$ cat src/rtl/phase_sequencer_pkg.sv
// Shared definitions for the phase sequencer: state codes, opcode fields and
// the decoded instruction-class bundle.
package phase_sequencer_pkg;

    typedef enum logic [2:0] {
        ST_IDLE   = 3'd0,
        ST_FETCH  = 3'd1,
        ST_DECODE = 3'd2,
        ST_EXEC   = 3'd3,
        ST_MEM    = 3'd4,
        ST_WB     = 3'd5,
        ST_HALT   = 3'd6
    } state_e;

    localparam logic [1:0] OP1_LD  = 2'b00;
    localparam logic [1:0] OP1_ST  = 2'b01;
    localparam logic [1:0] OP1_BR  = 2'b10;
    localparam logic [1:0] OP1_ALU = 2'b11;

    localparam logic [3:0] OP3_HLT = 4'b1111;

    typedef struct packed {
        logic ld;
        logic st;
        logic hlt;
        logic nop;
    } instr_class_t;

endpackage

$ cat src/rtl/phase_sequencer_instr_class.sv
// Combinational instruction-class decode from the instruction register word.
module instr_class
    import phase_sequencer_pkg::*;
(
    input  logic [15:0]  instr_i,
    output instr_class_t class_o
);

    logic [1:0] op1;
    logic [3:0] op3;
    logic       is_nop;

    assign op1    = instr_i[15:14];
    assign op3    = instr_i[7:4];
    assign is_nop = (instr_i == 16'h0000);

    // The all-zero word sits in the LD opcode space but is a NOP, so LD excludes it.
    assign class_o = '{
        ld:  (op1 == OP1_LD) && !is_nop,
        st:  (op1 == OP1_ST),
        hlt: (op1 == OP1_ALU) && (op3 == OP3_HLT),
        nop: is_nop
    };

endmodule

$ cat src/rtl/phase_sequencer.sv
// Multi-cycle instruction phase sequencer: FETCH/DECODE/EXEC/MEM/WB control
// with run/stop and single-step modes, halt, and a retired-instruction counter.
module phase_sequencer
    import phase_sequencer_pkg::*;
(
    input  logic        clock,
    input  logic        reset,
    input  logic        exec,
    input  logic        step,
    input  logic [15:0] instr,
    input  logic        mem_ready,
    output logic        ir_load,
    output logic        pc_load,
    output logic        mem_read_en,
    output logic        mem_write_en,
    output logic        wb_en,
    output logic [2:0]  phase,
    output logic        running,
    output logic        halted,
    output logic [15:0] retired
);

    state_e       state_q, state_d;
    logic         single_q, single_d;
    logic         pending_q, pending_d;
    logic [15:0]  retired_q, retired_d;
    instr_class_t cls;

    instr_class u_instr_class (
        .instr_i (instr),
        .class_o (cls)
    );

    assign phase   = state_q;
    assign running = (state_q inside {ST_FETCH, ST_DECODE, ST_EXEC, ST_MEM, ST_WB});
    assign halted  = (state_q == ST_HALT);
    assign retired = retired_q;

    always_comb begin
        // NOTE: every output and next-state gets a default first so no path infers a latch.
        state_d      = state_q;
        single_d     = single_q;
        pending_d    = pending_q;
        retired_d    = retired_q;
        ir_load      = 1'b0;
        pc_load      = 1'b0;
        mem_read_en  = 1'b0;
        mem_write_en = 1'b0;
        wb_en        = 1'b0;

        if (running && exec) pending_d = 1'b1;

        unique case (state_q)
            ST_IDLE: begin
                pending_d = 1'b0;
                if (exec) begin
                    state_d  = ST_FETCH;
                    single_d = 1'b0;
                end else if (step) begin
                    state_d  = ST_FETCH;
                    single_d = 1'b1;
                end
            end
            ST_FETCH: begin
                mem_read_en = 1'b1;
                if (mem_ready) begin
                    ir_load = 1'b1;
                    state_d = ST_DECODE;
                end
            end
            ST_DECODE: state_d = ST_EXEC;
            ST_EXEC:   state_d = (cls.ld || cls.st) ? ST_MEM : ST_WB;
            ST_MEM: begin
                mem_read_en  = cls.ld;
                mem_write_en = cls.st;
                if (mem_ready) state_d = ST_WB;
            end
            ST_WB: begin
                pc_load   = 1'b1;
                wb_en     = !(cls.st || cls.nop || cls.hlt);
                retired_d = retired_q + 16'd1;
                // A stop request arriving in the WB cycle itself takes effect at this boundary.
                if (cls.hlt) begin
                    state_d = ST_HALT;
                end else if (pending_q || exec || single_q) begin
                    state_d   = ST_IDLE;
                    pending_d = 1'b0;
                end else begin
                    state_d = ST_FETCH;
                end
            end
            ST_HALT: state_d = ST_HALT;
            default: state_d = ST_IDLE;
        endcase
    end

    // NOTE: sequential state uses non-blocking assignments so all registers update together.
    always_ff @(posedge clock or negedge reset) begin
        if (!reset) begin
            state_q   <= ST_IDLE;
            single_q  <= 1'b0;
            pending_q <= 1'b0;
            retired_q <= 16'h0000;
        end else begin
            state_q   <= state_d;
            single_q  <= single_d;
            pending_q <= pending_d;
            retired_q <= retired_d;
        end
    end

endmodule

$ cat config.mk
export PLATFORM = sky130hd
export DESIGN_NAME = phase_sequencer
export DESIGN_NICKNAME = d
export VERILOG_FILES = /design/src/rtl/phase_sequencer_pkg.sv /design/src/rtl/phase_sequencer_instr_class.sv /design/src/rtl/phase_sequencer.sv
export SDC_FILE = /design/constraint.sdc
export NUM_CORES = 1
export LEC_CHECK = 0
export CAP_MARGIN = 20
export CORE_ASPECT_RATIO = 1.4
export CORE_MARGIN = 2
export CORE_UTILIZATION = 42
export DETAILED_ROUTE_END_ITERATION = 12
export PLACE_DENSITY = 0.79
export RECOVER_POWER = 25
export SLEW_MARGIN = 20
export SYNTH_ARGS = -nofsm -noshare
export SYNTH_HDL_FRONTEND = slang
export SYNTH_SLANG_ARGS = --single-unit
$ cat constraint.sdc
create_clock -name clock -period 1.79 [get_ports clock]
set_input_delay 0.358 -clock clock [delete_from_list [all_inputs] [get_ports clock]]
set_output_delay 0.358 -clock clock [all_outputs]
set_load 0.01 [all_outputs]
==> impl_results.md <==
- Least-Margin Pin Slew: 1.114 ns
- Crit path time final: 1.756 ns
- Initial antenna violation count: 0
- Slew headroom: 25.72%
- LEAKAGE: 0.8618 nW
- I/O Buffers: 46
- CTS root buffer: clkbuf_4
- I/O pin count: 47
- Top cells by area, synth: dfrtp_1 (47%), xnor2_1 (10%), nand2_1 (5.0%), nor4_1 (3.3%), nand3_1 (3.1%)
- DRC violations left: 0
- Most frequent cells after synthesis: dfrtp_1 (21), nand2_1 (15), xnor2_1 (13)
- Vias: 1129
- Area post-placement: 0.001754 sq mm
- Synth unique cells: 35
- Crit path required time: 1.43 ns
- First-pass GRT wire length: 4692 um
- Area growth from synthesis to layout: 63.15%
- Initial core utilization: 43.57%
- ANT nets after route: 0
- Fill count: 220
- Critical Path Start Type: input port
- Clk buf depth: 2
- Vias in the first global route: 1165
- Critical path arrival: 1.40 ns
- Crit share post-route: 98.12%
- Mapped cell area: 0.001127 sq mm
- CTS tree: built
- Status: finished clean
- Layout Utilization: 71.08%
- H-tree Lvls: 1
- DIE AREA: 0.003120 sq mm
- Post-Layout Inst Area: 0.001839 sq mm
- CP Max Fanout: 2
- Largest net degree at the start of global routing: 22
- Final Max Tran Viols: 0
- Final Hold Vio Count: 0
- Smallest hold slack: 0.4765 ns
- Post-DP HPWL: 2205 um
- Clock Latency Late Sink: 0.30 ns
- Placer congestion estimate: 0.8009
- Post-DR wirelength/cell: 12.85 um
- # diodes: 0
- Yosys top cell by area: dfrtp_1
- Avg Inst Size Synth: 9.718 sq um
- Post-synth top flop: dfrtp_1
- Fraction of layout cells with a size suffix above 1: 27.81%
- HP Class: register to register
- Syn nets: 138
- Die X: 47.79 um
- Max Fclk: 569.4 MHz
- Number of enable flip-flop cells after synthesis: 0
- Height of the die: 65.30 um
- Vias/cell: 5.063
- Critical path class: input port to output pin
- Clock Skew: 0.002857 ns
- Pwr dens: 1060 mW/mm^2
- Worst-path clk slew: 0.11 ns
- Row count: 22
- DRT iter0 DRCs: 21
- Grt ovf: 0
- Yosys warns: 0
- TritonRoute pass-1 iters: 4
- Number of nets in the layout: 210
- Mapped Cells: 116
- Crit. End Element: output pin
- VDD IR-drop max: 0.7917 mV
- Max-cap viol count: 0
- Num CTS Buffers: 3
- Post-synthesis sequential area ratio: 46.61%
- Setup violators final: 0
- Synthesized flop and latch total: 21
- Post-Route Setup TNS: 0 ns
- Global-route usage over all layers: 19.72%
- Async SR Flop Fraction: 100.0%
- Core Region: 0.002587 sq mm
- Top-count cell post-synth: dfrtp_1
- Register area: 528.0 sq um
- Clk sinks: 21
- Routed WL: 2866 um
- Multi-input gate area: 618.1 sq um
- Share of the synthesized area in the top cell type: 46.61%
cell usage in the layout (no fill, tap or decap), types with 4 or more instances in the layout:
cell type and count:
nand3_1 7, clkdlybuf4s15_1 7, nand2_1 15, nand4_1 4, clkbuf_2 5, a21oi_1 5, dlygate4sd2_1 9, clkdlybuf4s50_1 21
xnor2_1 13, dfrtp_1 19, buf_4 21, inv_2 4, nor4_2 4
critical path, stage by stage:
cell           delay [ns]
dlygate4sd2_1        0.24
nor4_2               0.27
nand4_1              0.15
buf_4                0.17
inv_2                0.04
nor4_2               0.03
buf_2                0.14
metal layers:
metal | vias up | global-route usage, % | wire length, um
li1 | 562 | - | -
met1 | 519 | 23.29 | 1112
met2 | 46 | 35.67 | 1592
met3 | 2 | 1.374 | 158
met4 | 0 | 6.081 | 3
met5 | - | 0 | 0
flip-flops by register name, indices dropped and copies added (netlist names):
| register | flops |
|---|---|
| phase | 3 |
| pending_q | 1 |
| retired | 16 |
| single_q | 1 |
repair_timing:
action,CTS,global route
setup endpoints to repair,9,9
buffers inserted,5,0
hold buffers,0,0
gates resized for setup,45,22
pin swaps,7,6
area by class of cell:
cell class                      instances  share of cell area [%]
Multi-Input combinational cell         87                   33.61
Timing Repair Buffer                   70                   32.79
Sequential cell                        21                   28.71
Tap cell                               36                   2.449
Clock buffer                            4                   1.429
Inverter                                5                   1.020
cells by family after synthesis:
logic type                 after synthesis  synth area share [%]
adders and majority gates                1                 1.110
buffers and inverters                    8                 3.552
xor gates and xnor gates                15                 11.65
DFF                                     21                 46.61
AOI/OAI and AO/OA                       17                 9.101
and+or+nand+nor                         54                 27.97
power breakdown:
group          switching, mW  leakage, nW  internal (mW)
registers             0.0934        0.278          0.572
clock network          0.137       0.0150         0.0868
logic                  0.487        0.569          0.573
stage by stage:
stage / setup WS [ns] / total power, mW / instances
after floorplan: 0.2358 / 1.110 / 116
after global placement: -0.4741 / 1.618 / 214
after detailed placement: -0.5244 / 1.645 / 214
after CTS: 0.0007689 / 1.938 / 223
after global routing: -0.02226 / 2.076 / 223
final: 0.03371 / 1.949 / 223
worst paths after layout:
kind / depth (start not counted) / startpoint / to / slack [ns]
hold reg to reg: 1 / retired[15]$_DFFE_PN0P_ / retired[15]$_DFFE_PN0P_ / 0.48
setup / recovery: 7 / instr[3] / wb_en / 0.03
max in group asynchronous: 2 / reset / phase[2]$_DFFE_PN0P_ / 0.34
min in group asynchronous: 2 / reset / retired[9]$_DFFE_PN0P_ / 0.72
hold / removal: 1 / retired[15]$_DFFE_PN0P_ / retired[15]$_DFFE_PN0P_ / 0.48
setup reg to reg: 5 / phase[0]$_DFFE_PN0P_ / phase[0]$_DFFE_PN0P_ / 0.22
No activity file was read; power rests on OpenSTA's default activity.
